$ cat config.mk
export PLATFORM = sky130hd
export DESIGN_NAME = ysyx_22040237_core_seq
export DESIGN_NICKNAME = d
export VERILOG_FILES = /design/src/rtl/ysyx_22040237_core_pkg.sv /design/src/rtl/ysyx_22040237_wait_timer.sv /design/src/rtl/ysyx_22040237_core_seq.sv
export SDC_FILE = /design/constraint.sdc
export NUM_CORES = 1
export LEC_CHECK = 0
export CAP_MARGIN = 20
export CORE_UTILIZATION = 48
export DETAILED_ROUTE_END_ITERATION = 16
export GPL_TIMING_DRIVEN = 0
export HOLD_SLACK_MARGIN = 0.08
export PLACE_DENSITY = 0.8
export SLEW_MARGIN = 20
export SYNTH_ARGS = -nofsm -noshare
export SYNTH_HDL_FRONTEND = slang
export SYNTH_SLANG_ARGS = --single-unit
$ cat constraint.sdc
create_clock -name clk -period 2.9 [get_ports clk]
set_input_delay 0.58 -clock clk [delete_from_list [all_inputs] [get_ports clk]]
set_output_delay 0.58 -clock clk [all_outputs]
set_load 0.01 [all_outputs]
$ cat src/rtl/ysyx_22040237_core_pkg.sv
// Shared state encoding and trap-cause codes for the multi-cycle core sequencer.
package ysyx_22040237_core_pkg;

  typedef enum logic [2:0] {
    ST_RST    = 3'd0,
    ST_FETCH  = 3'd1,
    ST_WAIT_I = 3'd2,
    ST_EXEC   = 3'd3,
    ST_MEM    = 3'd4,
    ST_WAIT_D = 3'd5,
    ST_HALT   = 3'd6,
    ST_TRAP   = 3'd7
  } state_t;

  localparam logic [1:0] TRAP_NONE  = 2'd0;
  localparam logic [1:0] TRAP_ILL   = 2'd1;
  localparam logic [1:0] TRAP_IF_TO = 2'd2;
  localparam logic [1:0] TRAP_DM_TO = 2'd3;

endpackage

$ cat src/rtl/ysyx_22040237_wait_timer.sv
// Response-wait timer shared by the fetch and data wait states.
// Latency: expired is combinational from the count; the count is registered.
// Backpressure: none; clr dominates en.
module ysyx_22040237_wait_timer #(
  parameter int TO_W = 8
) (
  input  logic clk,
  input  logic rst,
  input  logic clr,
  input  logic en,
  output logic expired
);

  // Flags the wait cycle whose increment would reach all-ones, so a valid
  // arriving in that same cycle still beats the trap.
  localparam logic [TO_W-1:0] LAST = ~{{(TO_W-1){1'b0}}, 1'b1};

  logic [TO_W-1:0] cnt;

  always_ff @(posedge clk) begin
    if (rst || clr) begin
      cnt <= '0;
    end else if (en) begin
      cnt <= cnt + 1'b1;
    end
  end

  assign expired = (cnt == LAST);

endmodule

$ cat src/rtl/ysyx_22040237_core_seq.sv
// Multi-cycle fetch / execute / memory sequencer producing commit strobes.
// Latency: ALU 3 cycles minimum, store 4, load 5; halted/trapped one cycle after the deciding edge.
// Backpressure: FETCH and MEM stall indefinitely on ready; response waits trap on timeout.
module ysyx_22040237_core_seq
  import ysyx_22040237_core_pkg::*;
#(
  parameter int TO_W  = 8,
  parameter int CNT_W = 64
) (
  input  logic             clk,
  input  logic             rst,
  output logic             if_req,
  input  logic             if_ready,
  input  logic             if_rvalid,
  input  logic [31:0]      if_rdata,
  output logic [31:0]      inst,
  output logic             inst_valid,
  input  logic             dec_ld,
  input  logic             dec_st,
  input  logic             dec_ebreak,
  input  logic             dec_invalid,
  output logic             dm_req,
  output logic             dm_we,
  input  logic             dm_ready,
  input  logic             dm_rvalid,
  output logic             pc_we,
  output logic             rd_we,
  output logic [CNT_W-1:0] instret,
  output logic             halted,
  output logic             trapped,
  output logic [1:0]       trap_cause
);

  state_t     state, state_nxt;
  logic       retire;
  logic [1:0] cause_nxt;
  logic       tmr_clr, tmr_en, tmr_exp;

  always_comb begin
    state_nxt = state;
    pc_we     = 1'b0;
    rd_we     = 1'b0;
    retire    = 1'b0;
    cause_nxt = TRAP_NONE;
    unique case (state)
      ST_RST:   state_nxt = ST_FETCH;
      ST_FETCH: if (if_ready) state_nxt = ST_WAIT_I;
      ST_WAIT_I: begin
        if (if_rvalid) begin
          state_nxt = ST_EXEC;
        end else if (tmr_exp) begin
          state_nxt = ST_TRAP;
          cause_nxt = TRAP_IF_TO;
        end
      end
      ST_EXEC: begin
        if (dec_invalid) begin
          state_nxt = ST_TRAP;
          cause_nxt = TRAP_ILL;
        end else if (dec_ebreak) begin
          // ebreak retires but does not move the pc or write a register
          state_nxt = ST_HALT;
          retire    = 1'b1;
        end else if (dec_ld || dec_st) begin
          state_nxt = ST_MEM;
        end else begin
          state_nxt = ST_FETCH;
          pc_we     = 1'b1;
          rd_we     = 1'b1;
          retire    = 1'b1;
        end
      end
      ST_MEM: begin
        if (dm_ready) begin
          if (dec_st) begin
            state_nxt = ST_FETCH;
            pc_we     = 1'b1;
            retire    = 1'b1;
          end else begin
            state_nxt = ST_WAIT_D;
          end
        end
      end
      ST_WAIT_D: begin
        if (dm_rvalid) begin
          state_nxt = ST_FETCH;
          pc_we     = 1'b1;
          rd_we     = 1'b1;
          retire    = 1'b1;
        end else if (tmr_exp) begin
          state_nxt = ST_TRAP;
          cause_nxt = TRAP_DM_TO;
        end
      end
      default: state_nxt = state;
    endcase
  end

  always_ff @(posedge clk) begin
    if (rst) begin
      state      <= ST_RST;
      inst       <= '0;
      instret    <= '0;
      trap_cause <= TRAP_NONE;
    end else begin
      state <= state_nxt;
      if (state == ST_WAIT_I && if_rvalid) inst <= if_rdata;
      if (retire) instret <= instret + 1'b1;
      if (cause_nxt != TRAP_NONE) trap_cause <= cause_nxt;
    end
  end

  assign tmr_clr = !(state == ST_WAIT_I || state == ST_WAIT_D);
  assign tmr_en  = (state == ST_WAIT_I && !if_rvalid) || (state == ST_WAIT_D && !dm_rvalid);

  ysyx_22040237_wait_timer #(.TO_W(TO_W)) u_wait_timer (
    .clk     (clk),
    .rst     (rst),
    .clr     (tmr_clr),
    .en      (tmr_en),
    .expired (tmr_exp)
  );

  assign if_req     = (state == ST_FETCH);
  assign dm_req     = (state == ST_MEM);
  // both decode flags high is a store
  assign dm_we      = dm_req && dec_st;
  assign inst_valid = (state == ST_EXEC) || (state == ST_MEM) || (state == ST_WAIT_D);
  assign halted     = (state == ST_HALT);
  assign trapped    = (state == ST_TRAP);

endmodule

* Yosys cells after proc, flatten, opt, wreduce, memory -nomap -nowiden
Index checks and enable logic that the tools add are counted.
** Word-level totals
- Register bits :: 109
- Input bits :: 42
- Output and inout port bits :: 106
- Logic and storage cells :: 61
** Operators by class
- $add $sub $neg :: 2
- Equal/unequal tests :: 10
- Multiplexer cells :: 27
- Reductions and logical operators :: 17
** Operators by type and width (count)
- adder 64 x 1 -> 64 bit (second input constant) :: 1
- two-way mux 3 bit :: 9
- case mux 3 bit (6 select lines) :: 1
- equality test 3 bit (second input constant) :: 4
- two-way mux 1 bit :: 9
- adder 8 x 1 -> 8 bit (second input constant) :: 1
- equality test 8 bit (second input constant) :: 1
- two-way mux 2 bit :: 4
- equality test 3 x 2 -> 1 bit (second input constant) :: 2
- logical OR 1 bit :: 6
- case mux 1 bit (3 select lines) :: 2
- case mux 2 bit (3 select lines) :: 1
- nonzero test 6 bit :: 1
- logical AND 1 bit :: 4
- inequality test 2 x 1 -> 1 bit (second input constant) :: 2
- equality test 3 x 1 -> 1 bit (second input constant) :: 1
- zero test 1 bit :: 3
- zero test 3 bit :: 1
- AND reduction 3 bit :: 1
- case mux 1 bit (2 select lines) :: 1
- nonzero test 2 bit :: 1

* Longest topological paths before layout
- Depth after elaboration :: 5
- Mapped depth :: 10
- Depth with buffers taken out :: 7

* Cells and area by module
Synthesis repeated with hierarchy kept, for this count alone.
** Second synthesis, totals
- Cell total of the unflattened synthesis :: 663
- Area total of the unflattened synthesis :: 5241.3 um2
** By module, submodules not included
- ysyx_22040237_core_seq :: instances 1, cells an instance 621, area each 4872.2 um2, seq. area each 2021.9 um2
- ysyx_22040237_wait_timer :: instances 1, cells an instance 42, area each 369.1 um2, seq. area each 160.2 um2

* Worst setup path after synthesis
OpenSTA, ideal clock, no wires.
- Path type :: flip-flop to flip-flop
- From :: register state[1]
- To :: register instret[63]
- Data arrival time :: 2.245 ns
- Setup slack :: 0.585 ns
- Stages on the path, launching flop included :: 10
- Clock period less this slack :: 2.315 ns
- Path through :: dfxtp_1 -> clkbuf_1 -> inv_1 -> ha_1 -> inv_1 -> a211oi_2 -> o2111ai_1 -> buf_2 -> or4_1 -> a21oi_1
** On the way
- Cells in the longest elaborated chain, start to end :: 2
- Elaborated cells between the ends (all ways) :: 4
** Ends and longest elaborated chain
- from (decl) :: line ysyx_22040237_core_seq.sv:34 : state_t state, state_nxt;
- from (signal assigned) :: line ysyx_22040237_core_seq.sv:106 : state <= state_nxt;
- equality test 3 bit / equality test 3 x 2 -> 1 bit (equally long branches) :: line ysyx_22040237_core_seq.sv:45 : unique case (state)
- case mux 1 bit (3 select lines) * :: line ysyx_22040237_core_seq.sv:45
- to (signal assigned) :: line ysyx_22040237_core_seq.sv:108 : if (retire) instret <= instret + 1'b1;
- to (decl) :: line ysyx_22040237_core_seq.sv:28 : output logic [CNT_W-1:0] instret,
Every way passes the cells marked *; elsewhere a longest branch is shown, timed or not.
A chain may end at the register's enable or synchronous reset.

* Worst setup path in the final report
- From :: input dm_ready
- To :: register instret[43]
** On the way
- Cells in the longest elaborated chain, start to end :: 2
** Ends and longest elaborated chain
- from (decl) :: line ysyx_22040237_core_seq.sv:24 : input logic dm_ready,
- two-way mux 1 bit :: line ysyx_22040237_core_seq.sv:74 : if (dm_ready) begin
- case mux 1 bit (3 select lines) :: line ysyx_22040237_core_seq.sv:45
Every way passes these cells.

==> impl_metrics.toml <==
[logic_synthesis]
dominantRegCellSynth = "dfxtp_1"
syn_inst = 649
syn_area_per_cell_um2 = 8.136
async_flop_share_pct = 0
synth-seq-area-share_pct = 41.33
ys_types = 56
synth_edf_count = 0
synth_seq_cells = 109
syn_area_um2 = 5280
synth_nets = 697
synth_warnings = 0

[clocking]
path_clk_slew_ns = 0.11
hold_buffers = 0
cts_buffers = 9
cts_tree = "yes"
htreeDepth = 3
cts_buffer_depth = 2
root_buffer = "clkbuf_8"
clock_latency_ns = 0.39
cts.sink_count = 109
cts_setup_buffers = 0

[global_route]
grt_overflow_total = 0
antenna_found_initial = 0
first_global_vias = 5201
grt_max_degree = 19
grt_pass1_wl_um = 25000
grt.total_usage_pct = 27.46

[floorplan]
die_y_um = 106.9
core_um2 = 10510
rows = 37
dieArea_um2 = 11420
die_x_um = 106.9
initial_utilization_pct = 50.24
num_io_pins = 148

[run]
drv_cap = 0

[sta]
post-route-min-period_ns = 2.744
relSlewSlack_pct = 50.09
worstMarginPinSlew_ns = 0.7486
max_freq_mhz = 364.4
fin_worst_skew_ns = 0.01736
slew_viol_final = 0
holdWs_ns = 0.4596
setup_viol = 0
hold_viol_final = 0
min_period_over_period_pct = 94.63
rsz0062_at_grt = "false"

[final_layout]
final_cell_mix = "clkdlybuf4s50_1, dfxtp_1, nand2_1, a21oi_1, nor2_1"
drive_gt1_share_pct = 6.158
final_cell_count_no_fill = 948
fin_nets = 855
num_antenna_cells = 0
final_common_cell = "clkdlybuf4s50_1"
syn_to_final_growth_pct = 36.61
fin_area_um2 = 7213
final_core_util_pct = 68.64

[route]
dr.pass1.iters = 5
ant_nets = 0
drc = 0
num_vias = 5539
wl_per_cell_um = 16.27
via_per_inst = 5.843
drt_iter0_markers = 297
wl_um = 15420

[worst_setup_path]
cp_data_required_time_ns = 3.23
reg2regPathDepth = 9
cp.arrival_ns = 3.07
r2r_start = "state[1]$_SDFFE_PP0P_"
reg2reg_slack_ns = 0.21
cp-start-kind = "input port"
cp_max_fo = 10
r2r_end = "instret[43]$_SDFFE_PP0P_"
crit_path_end_kind = "register"
crit_type = "in2reg"

[placed_design]
placed_cell_area_um2 = 6922
io_buffers = 147
gp_congestion = 0.8316
dp.cells = 932
dp_hpwl_um = 11420

[status]
outcome = "complete, no violations"

[pwr]
vdd_ir_drop_max_mv = 0.2817
p_per_area_nw_per_um2 = 474.5
p_leak_nw = 2.239

[worst_hold_path]
hp-class = "reg2reg"
min_path_cells = 2
min_from = "inst[22]$_SDFFE_PP0P_"
hold_end = "inst[22]$_SDFFE_PP0P_"
## metrics by stage
step / setup WS (ns) / setup TNS (ns) / power [W]
after floorplan: 0.5847 / 0 / 0.002011
after global placement: -0.3648 / -5.089 / 0.002281
after detailed placement: -0.3213 / -6.139 / 0.002288
after CTS: 0.02052 / 0 / 0.003423
after global routing: 0.01030 / 0 / 0.003572
final: 0.1559 / 0 / 0.003423
## where the power goes
part	leakage, nW	switching (W)	internal, W
registers	0.879	0.0000471	0.00156
clock network	0.127	0.000544	0.000605
logic	1.23	0.000363	0.000304
## logic make-up after synthesis
family | count (synthesis) | share of synthesized area, %
adders and majority gates | 6 | 1.422
xor gates and xnor gates | 23 | 3.815
AOI/OAI and AO/OA | 174 | 20.28
and+or+nand+nor | 294 | 29.76
DFF | 109 | 41.33
buffers and inverters | 42 | 3.199
muxes | 1 | 0.1896
## metal layers
metal	up-vias	wire length [um]	GRT usage (%)
li1	2699	-	-
met1	2624	6569	34.04
met2	193	7560	46.36
met3	23	957	5.167
met4	0	336	11.94
met5	-	0	0
## worst max-delay path, cell delays in order
cell and delay (ns):
clkdlybuf4s50_1 0.58, nand3b_4 0.13, a2111oi_4 0.75, o2111ai_4 0.31, buf_6 0.23, or3_1 0.34, a21oi_1 0.14
## state kept, by name (all words and copies together), names as in the netlist
| signal | count |
|---|---|
| instret | 64 |
| inst | 32 |
| u_wait_timer.cnt | 8 |
| state | 3 |
| trap_cause | 2 |
## how the worst max path moves through the flow
stage               depth (start not counted)  slack, ns                   from                       end
floorplan                                   9       0.58  state[1]$_SDFFE_PP0P_  instret[63]$_SDFFE_PP0P_
global placement                            7      -0.36            dec_invalid                     pc_we
detailed placement                          7      -0.32            dec_invalid                     pc_we
CTS                                         9       0.02  state[1]$_SDFFE_PP0P_  instret[38]$_SDFFE_PP0P_
global route                                7       0.01  state[1]$_SDFFE_PP0P_                     pc_we
finish                                      7       0.16               dm_ready  instret[43]$_SDFFE_PP0P_
## synthesized netlist by cell type, types with 2 or more instances
cell,n,share of area [%]
nand2_1,99,7.0
dfxtp_1,109,41
nor4_4,2,0.81
o21ai_0,34,3.2
nor2_1,43,3.1
nand4_1,23,2.7
buf_2,3,0.28
nor3b_1,4,0.57
and3_1,7,0.83
xnor2_1,2,0.33
ha_1,6,1.4
and2_1,3,0.36
nor2b_1,6,0.71
o31ai_1,22,3.1
and4_1,9,1.5
nand2b_1,3,0.36
a21o_1,3,0.43
nand3_1,28,2.7
or4_1,23,3.3
or3_1,25,3.0
xor2_1,21,3.5
or2_2,4,0.47
o2111ai_1,11,1.8
nor3_2,2,0.38
inv_1,10,0.71
o211ai_1,2,0.28
nor4_1,2,0.24
clkbuf_1,27,1.9
nor3_1,2,0.19
a21oi_1,88,8.3
## repair_timing
action	4_1_cts	5_1_grt
pin swaps	0	1
resized for setup	8	6
endpoints found under the setup margin	30	30
## area by class of cell
cell class                      instances  area, um^2
Buffer                                 32       136.4
Clock inverter                          6       116.4
Tap cell                              136       170.2
Fill cell                             870        3296
Timing Repair Buffer                  147        1468
Clock buffer                           10       137.6
Inverter                               10       37.54
Sequential cell                       109        2182
Multi-Input combinational cell        498        2965
Note: power is estimated with default switching activity, not from simulation.
